--- src/rtl/phase_diff_sched_if.sv ---
// rtl/phase_diff_sched_if.sv - handshake bundle between phase sources, differentiator and sink
//
// Groups every non-clock signal of phase_diff_sched.
//   in_valid  [NCH]    per-channel sample request
//   in_theta  [NCH*W]  packed phase words, channel i at [i*W +: W]
//   in_ready  [NCH]    one-hot (or zero) grant
//   ch_clear  [NCH]    per-channel history clear strobe
//   out_valid          result register holds a result
//   out_ready          sink accepts the result
//   out_ch    [CW]     channel index of the result
//   out_delta [W]      signed phase difference
//   acc_count [16]     saturating count of accepted samples
// master: sources/sink side; slave: the differentiator.
interface phase_diff_sched_if #(
    parameter int NCH = 4,
    parameter int W   = 18
);
    localparam int CW = (NCH > 1) ? $clog2(NCH) : 1;

    logic [NCH-1:0]   in_valid;
    logic [NCH*W-1:0] in_theta;
    logic [NCH-1:0]   in_ready;
    logic [NCH-1:0]   ch_clear;
    logic             out_valid;
    logic             out_ready;
    logic [CW-1:0]    out_ch;
    logic [W-1:0]     out_delta;
    logic [15:0]      acc_count;

    modport master (
        output in_valid, in_theta, ch_clear, out_ready,
        input  in_ready, out_valid, out_ch, out_delta, acc_count
    );

    modport slave (
        input  in_valid, in_theta, ch_clear, out_ready,
        output in_ready, out_valid, out_ch, out_delta, acc_count
    );
endinterface

--- src/rtl/phase_diff_sched.sv ---
// rtl/phase_diff_sched.sv - round-robin shared phase differentiator for NCH channels
//
// Each channel keeps its previous phase word; one subtractor is time-shared by a
// round-robin arbiter. A transfer in cycle N yields out_delta = theta - prev
// (modulo 2^W) in cycle N+1.
//   clk    rising-edge clock
//   reset  synchronous, active-high
//   bus    phase_diff_sched_if.slave (see interface file for signal list)
module phase_diff_sched #(
    parameter int NCH = 4,
    parameter int W   = 18
) (
    input  logic              clk,
    input  logic              reset,
    phase_diff_sched_if.slave bus
);
    localparam int CW = (NCH > 1) ? $clog2(NCH) : 1;

    logic [W-1:0]   prev_q [NCH];
    logic [W-1:0]   prev_d [NCH];
    logic [CW-1:0]  rr_ptr_q, rr_ptr_d;
    logic           out_valid_q, out_valid_d;
    logic [CW-1:0]  out_ch_q, out_ch_d;
    logic [W-1:0]   out_delta_q, out_delta_d;
    logic [15:0]    acc_count_q, acc_count_d;

    logic           slot_free;
    logic           found;
    logic           xfer;
    logic [CW-1:0]  gnt_idx;
    logic [CW-1:0]  cand;
    logic [NCH-1:0] grant;
    logic [W-1:0]   theta_g;
    logic [W-1:0]   base_g;
    int             idx;

    // Arbiter and operand selection
    always_comb begin
        slot_free = !out_valid_q || bus.out_ready;
        found     = 1'b0;
        gnt_idx   = '0;
        cand      = '0;
        idx       = 0;
        // Search upward from rr_ptr with wrap; first requester wins.
        for (int k = 0; k < NCH; k++) begin
            idx = int'(rr_ptr_q) + k;
            if (idx >= NCH) begin
                idx = idx - NCH;
            end
            cand = CW'(idx);
            if (!found && bus.in_valid[cand]) begin
                found   = 1'b1;
                gnt_idx = cand;
            end
        end
        // Holding reset suppresses grants so no sample is consumed and then lost.
        xfer    = found && slot_free && !reset;
        grant   = '0;
        theta_g = '0;
        base_g  = '0;
        for (int i = 0; i < NCH; i++) begin
            if (gnt_idx == CW'(i)) begin
                theta_g  = bus.in_theta[i*W +: W];
                // A clear coinciding with the transfer differentiates against zero.
                base_g   = bus.ch_clear[i] ? '0 : prev_q[i];
                grant[i] = xfer;
            end
        end
    end

    assign bus.in_ready = grant;

    // Next-state logic
    always_comb begin
        rr_ptr_d    = rr_ptr_q;
        out_valid_d = out_valid_q;
        out_ch_d    = out_ch_q;
        out_delta_d = out_delta_q;
        acc_count_d = acc_count_q;
        for (int i = 0; i < NCH; i++) begin
            if (xfer && gnt_idx == CW'(i)) begin
                prev_d[i] = theta_g;
            end else if (bus.ch_clear[i]) begin
                prev_d[i] = '0;
            end else begin
                prev_d[i] = prev_q[i];
            end
        end
        if (xfer) begin
            out_valid_d = 1'b1;
            out_ch_d    = gnt_idx;
            out_delta_d = theta_g - base_g;
            rr_ptr_d    = (gnt_idx == CW'(NCH - 1)) ? '0 : gnt_idx + CW'(1);
            if (acc_count_q != 16'hFFFF) begin
                acc_count_d = acc_count_q + 16'd1;
            end
        end else if (bus.out_ready) begin
            out_valid_d = 1'b0;
        end
    end

    always_ff @(posedge clk) begin
        if (reset) begin
            for (int i = 0; i < NCH; i++) begin
                prev_q[i] <= '0;
            end
            rr_ptr_q    <= '0;
            out_valid_q <= 1'b0;
            out_ch_q    <= '0;
            out_delta_q <= '0;
            acc_count_q <= '0;
        end else begin
            for (int i = 0; i < NCH; i++) begin
                prev_q[i] <= prev_d[i];
            end
            rr_ptr_q    <= rr_ptr_d;
            out_valid_q <= out_valid_d;
            out_ch_q    <= out_ch_d;
            out_delta_q <= out_delta_d;
            acc_count_q <= acc_count_d;
        end
    end

    assign bus.out_valid = out_valid_q;
    assign bus.out_ch    = out_ch_q;
    assign bus.out_delta = out_delta_q;
    assign bus.acc_count = acc_count_q;

endmodule
--- src/flat_wrapper.sv ---
// flat-port wrapper written by rule: the top's interface ports become plain ports
module phase_diff_sched_flat 
#(
    parameter int NCH = 4,
    parameter int W   = 18
)
  (clk, reset, bus_in_valid, bus_in_theta, bus_ch_clear, bus_out_ready, bus_in_ready, bus_out_valid, bus_out_ch, bus_out_delta, bus_acc_count);
  phase_diff_sched_if #(.NCH(NCH), .W(W)) bus_i ();
  input  logic clk;
  input  logic reset;
  input wire logic [$bits(bus_i.in_valid)-1:0] bus_in_valid;
  input wire logic [$bits(bus_i.in_theta)-1:0] bus_in_theta;
  input wire logic [$bits(bus_i.ch_clear)-1:0] bus_ch_clear;
  input wire logic [$bits(bus_i.out_ready)-1:0] bus_out_ready;
  output wire logic [$bits(bus_i.in_ready)-1:0] bus_in_ready;
  output wire logic [$bits(bus_i.out_valid)-1:0] bus_out_valid;
  output wire logic [$bits(bus_i.out_ch)-1:0] bus_out_ch;
  output wire logic [$bits(bus_i.out_delta)-1:0] bus_out_delta;
  output wire logic [$bits(bus_i.acc_count)-1:0] bus_acc_count;
  assign bus_i.in_valid = bus_in_valid;
  assign bus_i.in_theta = bus_in_theta;
  assign bus_i.ch_clear = bus_ch_clear;
  assign bus_i.out_ready = bus_out_ready;
  assign bus_in_ready = bus_i.in_ready;
  assign bus_out_valid = bus_i.out_valid;
  assign bus_out_ch = bus_i.out_ch;
  assign bus_out_delta = bus_i.out_delta;
  assign bus_acc_count = bus_i.acc_count;
  phase_diff_sched #(.NCH(NCH), .W(W)) u_core (.clk(clk), .reset(reset), .bus(bus_i));
endmodule
--- config.mk ---
export PLATFORM = sky130hd
export DESIGN_NAME = phase_diff_sched_flat
export DESIGN_NICKNAME = d
export VERILOG_FILES = /design/src/rtl/phase_diff_sched_if.sv /design/src/rtl/phase_diff_sched.sv /design/src/flat_wrapper.sv
export SDC_FILE = /design/constraint.sdc
export NUM_CORES = 1
export LEC_CHECK = 0
export CAP_MARGIN = 20
export CORE_MARGIN = 2
export CORE_UTILIZATION = 44
export CTS_CLUSTER_DIAMETER = 40
export CTS_CLUSTER_SIZE = 14
export DETAILED_ROUTE_END_ITERATION = 10
export PLACE_DENSITY = 0.72
export SETUP_SLACK_MARGIN = 0.1
export SYNTH_ARGS = -nofsm -noshare
export SYNTH_HDL_FRONTEND = slang
export SYNTH_SLANG_ARGS = --single-unit
--- constraint.sdc ---
create_clock -name clk -period 12.15 [get_ports clk]
set_input_delay 3.645 -clock clk [delete_from_list [all_inputs] [get_ports clk]]
set_output_delay 3.645 -clock clk [all_outputs]
set_load 0.02 [all_outputs]
==> results_tabular.tex <==
\begin{tabular}{lr}
\hline
Metric & Value \\
\hline
\multicolumn{2}{l}{\textbf{Clocking}} \\
\quad Clock network latency to the later pin of the worst-skew pair & 0.35 ns \\
\quad Clock tree buffer depth & 2 \\
\quad CTS tree & yes \\
\quad CTS sink count & 111 \\
\quad Inserted Clock Buffers & 9 \\
\quad Count of cells resized by post-cts repair & 0 \\
\quad Maximum level of the CTS H-tree & 3 \\
\quad CTS clk-pin slew, worst paths & 0.07 ns \\
\quad Buffers inserted by post-CTS timing repair & 0 \\
\quad Hold buffer count at cts & 0 \\
\quad Root buffer selected by CTS & sky130\_fd\_sc\_hd\_\_clkbuf\_16 \\
\multicolumn{2}{l}{\textbf{Floorplanning}} \\
\quad Vertical die dimension & 127 µm \\
\quad Number of I/O pins & 124 \\
\quad Die width & 127 µm \\
\quad Starting density of the core & 45.2\% \\
\quad Floorplan core area & 14600 µm² \\
\quad Area enclosed by the die boundary & 16000 µm² \\
\quad Rows & 44 \\
\multicolumn{2}{l}{\textbf{Route}} \\
\quad Iteration count of the initial detailed-routing pass & 5 \\
\quad DRT Wirelength & 16.6 mm \\
\quad Via count & 6263 \\
\quad Post-route DRC & 0 \\
\quad Number of routed nets with antenna violations & 0 \\
\quad Detailed router's first-iteration violation count & 537 \\
\quad Drt wl/cell & 14.3 µm \\
\quad Post-DR vias/cell & 5.39 \\
\multicolumn{2}{l}{\textbf{Synthesis}} \\
\quad Post-synthesis register bit count & 111 \\
\quad Most frequently used flop master after synthesis & sky130\_fd\_sc\_hd\_\_dfxtp\_1 \\
\quad Cell types occupying the most area after synthesis & sky130\_fd\_sc\_hd\_\_dfxtp\_1 34\%, sky130\_fd\_sc\_hd\_\_o21ai\_0 7.9\%, sky130\_fd\_sc\_hd\_\_a21oi\_1 7.1\% \\
\quad Yosys cell types & 55 \\
\quad Synthesized area divided by synthesized cell count & 7.37 µm² \\
\quad Area of the mapped netlist & 6620 µm² \\
\quad Total number of yosys warnings & 0 \\
\quad Share of the synthesized area in the top cell type & 33.6\% \\
\quad Most instantiated cells after synthesis & 111 x sky130\_fd\_sc\_hd\_\_dfxtp\_1, 104 x sky130\_fd\_sc\_hd\_\_o21ai\_0, 94 x sky130\_fd\_sc\_hd\_\_a21oi\_1 \\
\quad Net count after synthesis & 1004 \\
\quad Cell type with the highest aggregate area in the netlist & sky130\_fd\_sc\_hd\_\_dfxtp\_1 \\
\quad Share of flip-flops with an asynchronous set or reset & 0\% \\
\quad Proportion of synthesized chip area in sequential cells & 33.6\% \\
\quad Count leader, synth & sky130\_fd\_sc\_hd\_\_dfxtp\_1 \\
\quad Post-synth EDFFs & 0 \\
\quad Instance count of the mapped netlist & 898 \\
\multicolumn{2}{l}{\textbf{Place}} \\
\quad Gpl congestion & 0.832 \\
\quad DP Cell Count & 1147 \\
\quad Total of buffers placed on input and output ports & 123 \\
\quad Post-DP HPWL & 11.8 mm \\
\quad Cell Area, Placed & 7890 µm² \\
\multicolumn{2}{l}{\textbf{Min path}} \\
\quad Worst hold endpoint & u\_core.bus.out\_delta[10] \\
\quad Hold WC Path Type & reg -> reg \\
\quad Hold Path Depth & 2 \\
\quad Source of the worst hold timing path & u\_core.bus.out\_delta[10] \\
\multicolumn{2}{l}{\textbf{Pwr}} \\
\quad Cell Pwr Density & 161 nW/µm² \\
\quad Largest voltage drop on the vdd net & 92.3 µV \\
\quad Total design power & 1.32 mW \\
\quad Static power due to leakage & 3.15 nW \\
\multicolumn{2}{l}{\textbf{Worst setup path}} \\
\quad Capturing element type of the critical path & output port \\
\quad CP Data Required Time & 8.50 ns \\
\quad Cell chain of the critical path & clkdlybuf4s50\_1, a21oi\_1, o21a\_1, o22ai\_1, inv\_1, ha\_2, nand2\_1, inv\_1, clkdlybuf4s50\_1 \\
\quad Kind of start point of the critical path & primary input \\
\quad Capture instance of the worst register-to-register path & u\_core.bus.out\_delta[16] \\
\quad Critical R2R Launch & u\_core.rr\_ptr\_q[1] \\
\quad Kind of critical path & in -> out \\
\quad Register-to-register path setup slack & 7.18 ns \\
\quad Worst-case reg-to-reg path depth & 17 \\
\quad Maximum fanout count along the critical path & 30 \\
\quad Highest-delay cell along the critical path & sky130\_fd\_sc\_hd\_\_nand2\_1 \\
\quad Signal arrival time at the worst endpoint & 6.75 ns \\
\quad Biggest cell delay along the critical path & 0.61 ns \\
\multicolumn{2}{l}{\textbf{GRT}} \\
\quad Vias in the first global route & 5649 \\
\quad Largest net degree at the start of global routing & 74 \\
\quad Total global routing track utilization & 20.8\% \\
\quad Antenna violations before repair & 0 \\
\quad Gr ovfl total & 0 \\
\quad First-pass GRT wire length & 27.7 mm \\
\multicolumn{2}{l}{\textbf{Flow run}} \\
\quad Max Cap Viol & 0 \\
\multicolumn{2}{l}{\textbf{STA}} \\
\quad Fraction of the cycle the final worst path needs & 85.5\% \\
\quad Least-Margin Pin Slew & 0.965 ns \\
\quad Max-Slew Margin vs Limit & 35.5\% \\
\quad Max Freq & 96.2 MHz \\
\quad Total Neg Setup Slack & 0 ns \\
\quad Unrepaired setup endpoints after global routing & false \\
\quad Clock period minus worst slack & 10.39 ns \\
\quad Number of max-slew violations in the final report & 0 \\
\quad Number of failing hold endpoints at the final stage & 0 \\
\quad Final count of negative-setup-slack endpoints & 0 \\
\quad Maximum clock skew at final layout & 0.00700 ns \\
\multicolumn{2}{l}{\textbf{Run status}} \\
\quad Run status & completed \\
\multicolumn{2}{l}{\textbf{Final layout}} \\
\quad Antenna fix cells & 0 \\
\quad Number of fillers in the final layout & 1354 \\
\quad Share of post-route cells with drive strength above 1 & 4.09\% \\
\quad Non-filler cells in the finished layout & 1162 \\
\quad Post-route cell area & 8200 µm² \\
\quad Nets & 1080 \\
\quad Area added between synthesis and finish & 23.9\% \\
\hline
\end{tabular}
[final cells by class]
class	instances	area, µm²	area share, %
clock inverters	4	70.1	0.854
multi-input cells	674	3970	48.4
clock buffers	11	243	2.96
well taps	184	230	2.81
repair buffers	133	1300	15.9
flip-flops and latches	111	2220	27.1
inverters	45	169	2.06
[state kept, by name, indices dropped and copies added (netlist names)]
name / flops
u_core.bus.acc_count: 16
u_core.bus.out_ch: 2
u_core.prev_q: 72
u_core.bus.out_delta: 18
u_core.bus.out_valid: 1
u_core.rr_ptr_q: 2
[worst max-delay path by stage]
stage                     from               to  cells after the start
2_1_floorplan  bus_in_valid[2]  bus_in_ready[1]                     11
3_3_place_gp   bus_in_valid[0]  bus_in_ready[0]                      9
3_5_place_dp   bus_in_valid[0]  bus_in_ready[2]                      9
4_1_cts        bus_in_valid[0]  bus_in_ready[2]                      9
5_1_grt        bus_in_valid[0]  bus_in_ready[2]                      9
6_report       bus_in_valid[0]  bus_in_ready[2]                      9
[critical path, delay by kind of cell]
| family | cells | cell delay, ns |
|---|---|---|
| fa+ha+maj | 1 | 0.21 |
| compound gates | 3 | 0.69 |
| simple gates | 1 | 0.61 |
| buf+inv | 4 | 1.59 |
[layer usage]
metal	wire [µm]	vias to the layer above	track usage (%)	part of all wire [%]
met3	1220	15	3.46	7.3
met5	0	-	0	0
li1	-	3252	-	-
met1	8600	2759	31.9	52
met2	6630	237	30.2	40
met4	165	0	5.37	0.99
[through the flow]
step,setup WS [ns],hold slack [ns],util (%)
global placement,1.90,0.455,53.9
detailed placement,1.82,0.461,53.9
floorplan,2.91,0.464,-
CTS,1.82,0.476,56.0
finish,1.76,0.470,56.0
global route,1.56,0.505,56.0
[cell usage in the layout, fill, tap and decap left out, types with 8 or more instances in the layout]
master                            count
sky130_fd_sc_hd__a21o_1               9
sky130_fd_sc_hd__nor2_1              91
sky130_fd_sc_hd__a211oi_1             8
sky130_fd_sc_hd__nand3b_1            19
sky130_fd_sc_hd__nor3_1              19
sky130_fd_sc_hd__a21oi_1             94
sky130_fd_sc_hd__buf_4               10
sky130_fd_sc_hd__xor2_1              17
sky130_fd_sc_hd__o21a_1              20
sky130_fd_sc_hd__xnor2_1             10
sky130_fd_sc_hd__nor2b_1             27
sky130_fd_sc_hd__inv_1               44
sky130_fd_sc_hd__o21ai_0            104
sky130_fd_sc_hd__clkdlybuf4s50_1    122
sky130_fd_sc_hd__clkbuf_16            9
sky130_fd_sc_hd__and3_1              16
sky130_fd_sc_hd__and2_1              31
sky130_fd_sc_hd__nand2_1             67
sky130_fd_sc_hd__a32oi_1             15
sky130_fd_sc_hd__ha_1                20
sky130_fd_sc_hd__dfxtp_1            111
sky130_fd_sc_hd__nand3_1             55
[power by group]
group,switching (mW),leakage [nW],total [mW],internal (mW)
Combinational,0.341,2.09,0.589,0.247
Clock,0.131,0.155,0.316,0.185
Sequential,0.0171,0.902,0.417,0.400
[kinds of logic after synthesis]
logic type      share of synthesized area, %
xor+xnor                                3.57
simple gates                            26.8
flops                                   33.6
compound gates                          24.1
fa+ha+maj                               4.46
buf+inv                                 6.60
mux                                    0.964
No activity file was read; power rests on OpenSTA's default activity.
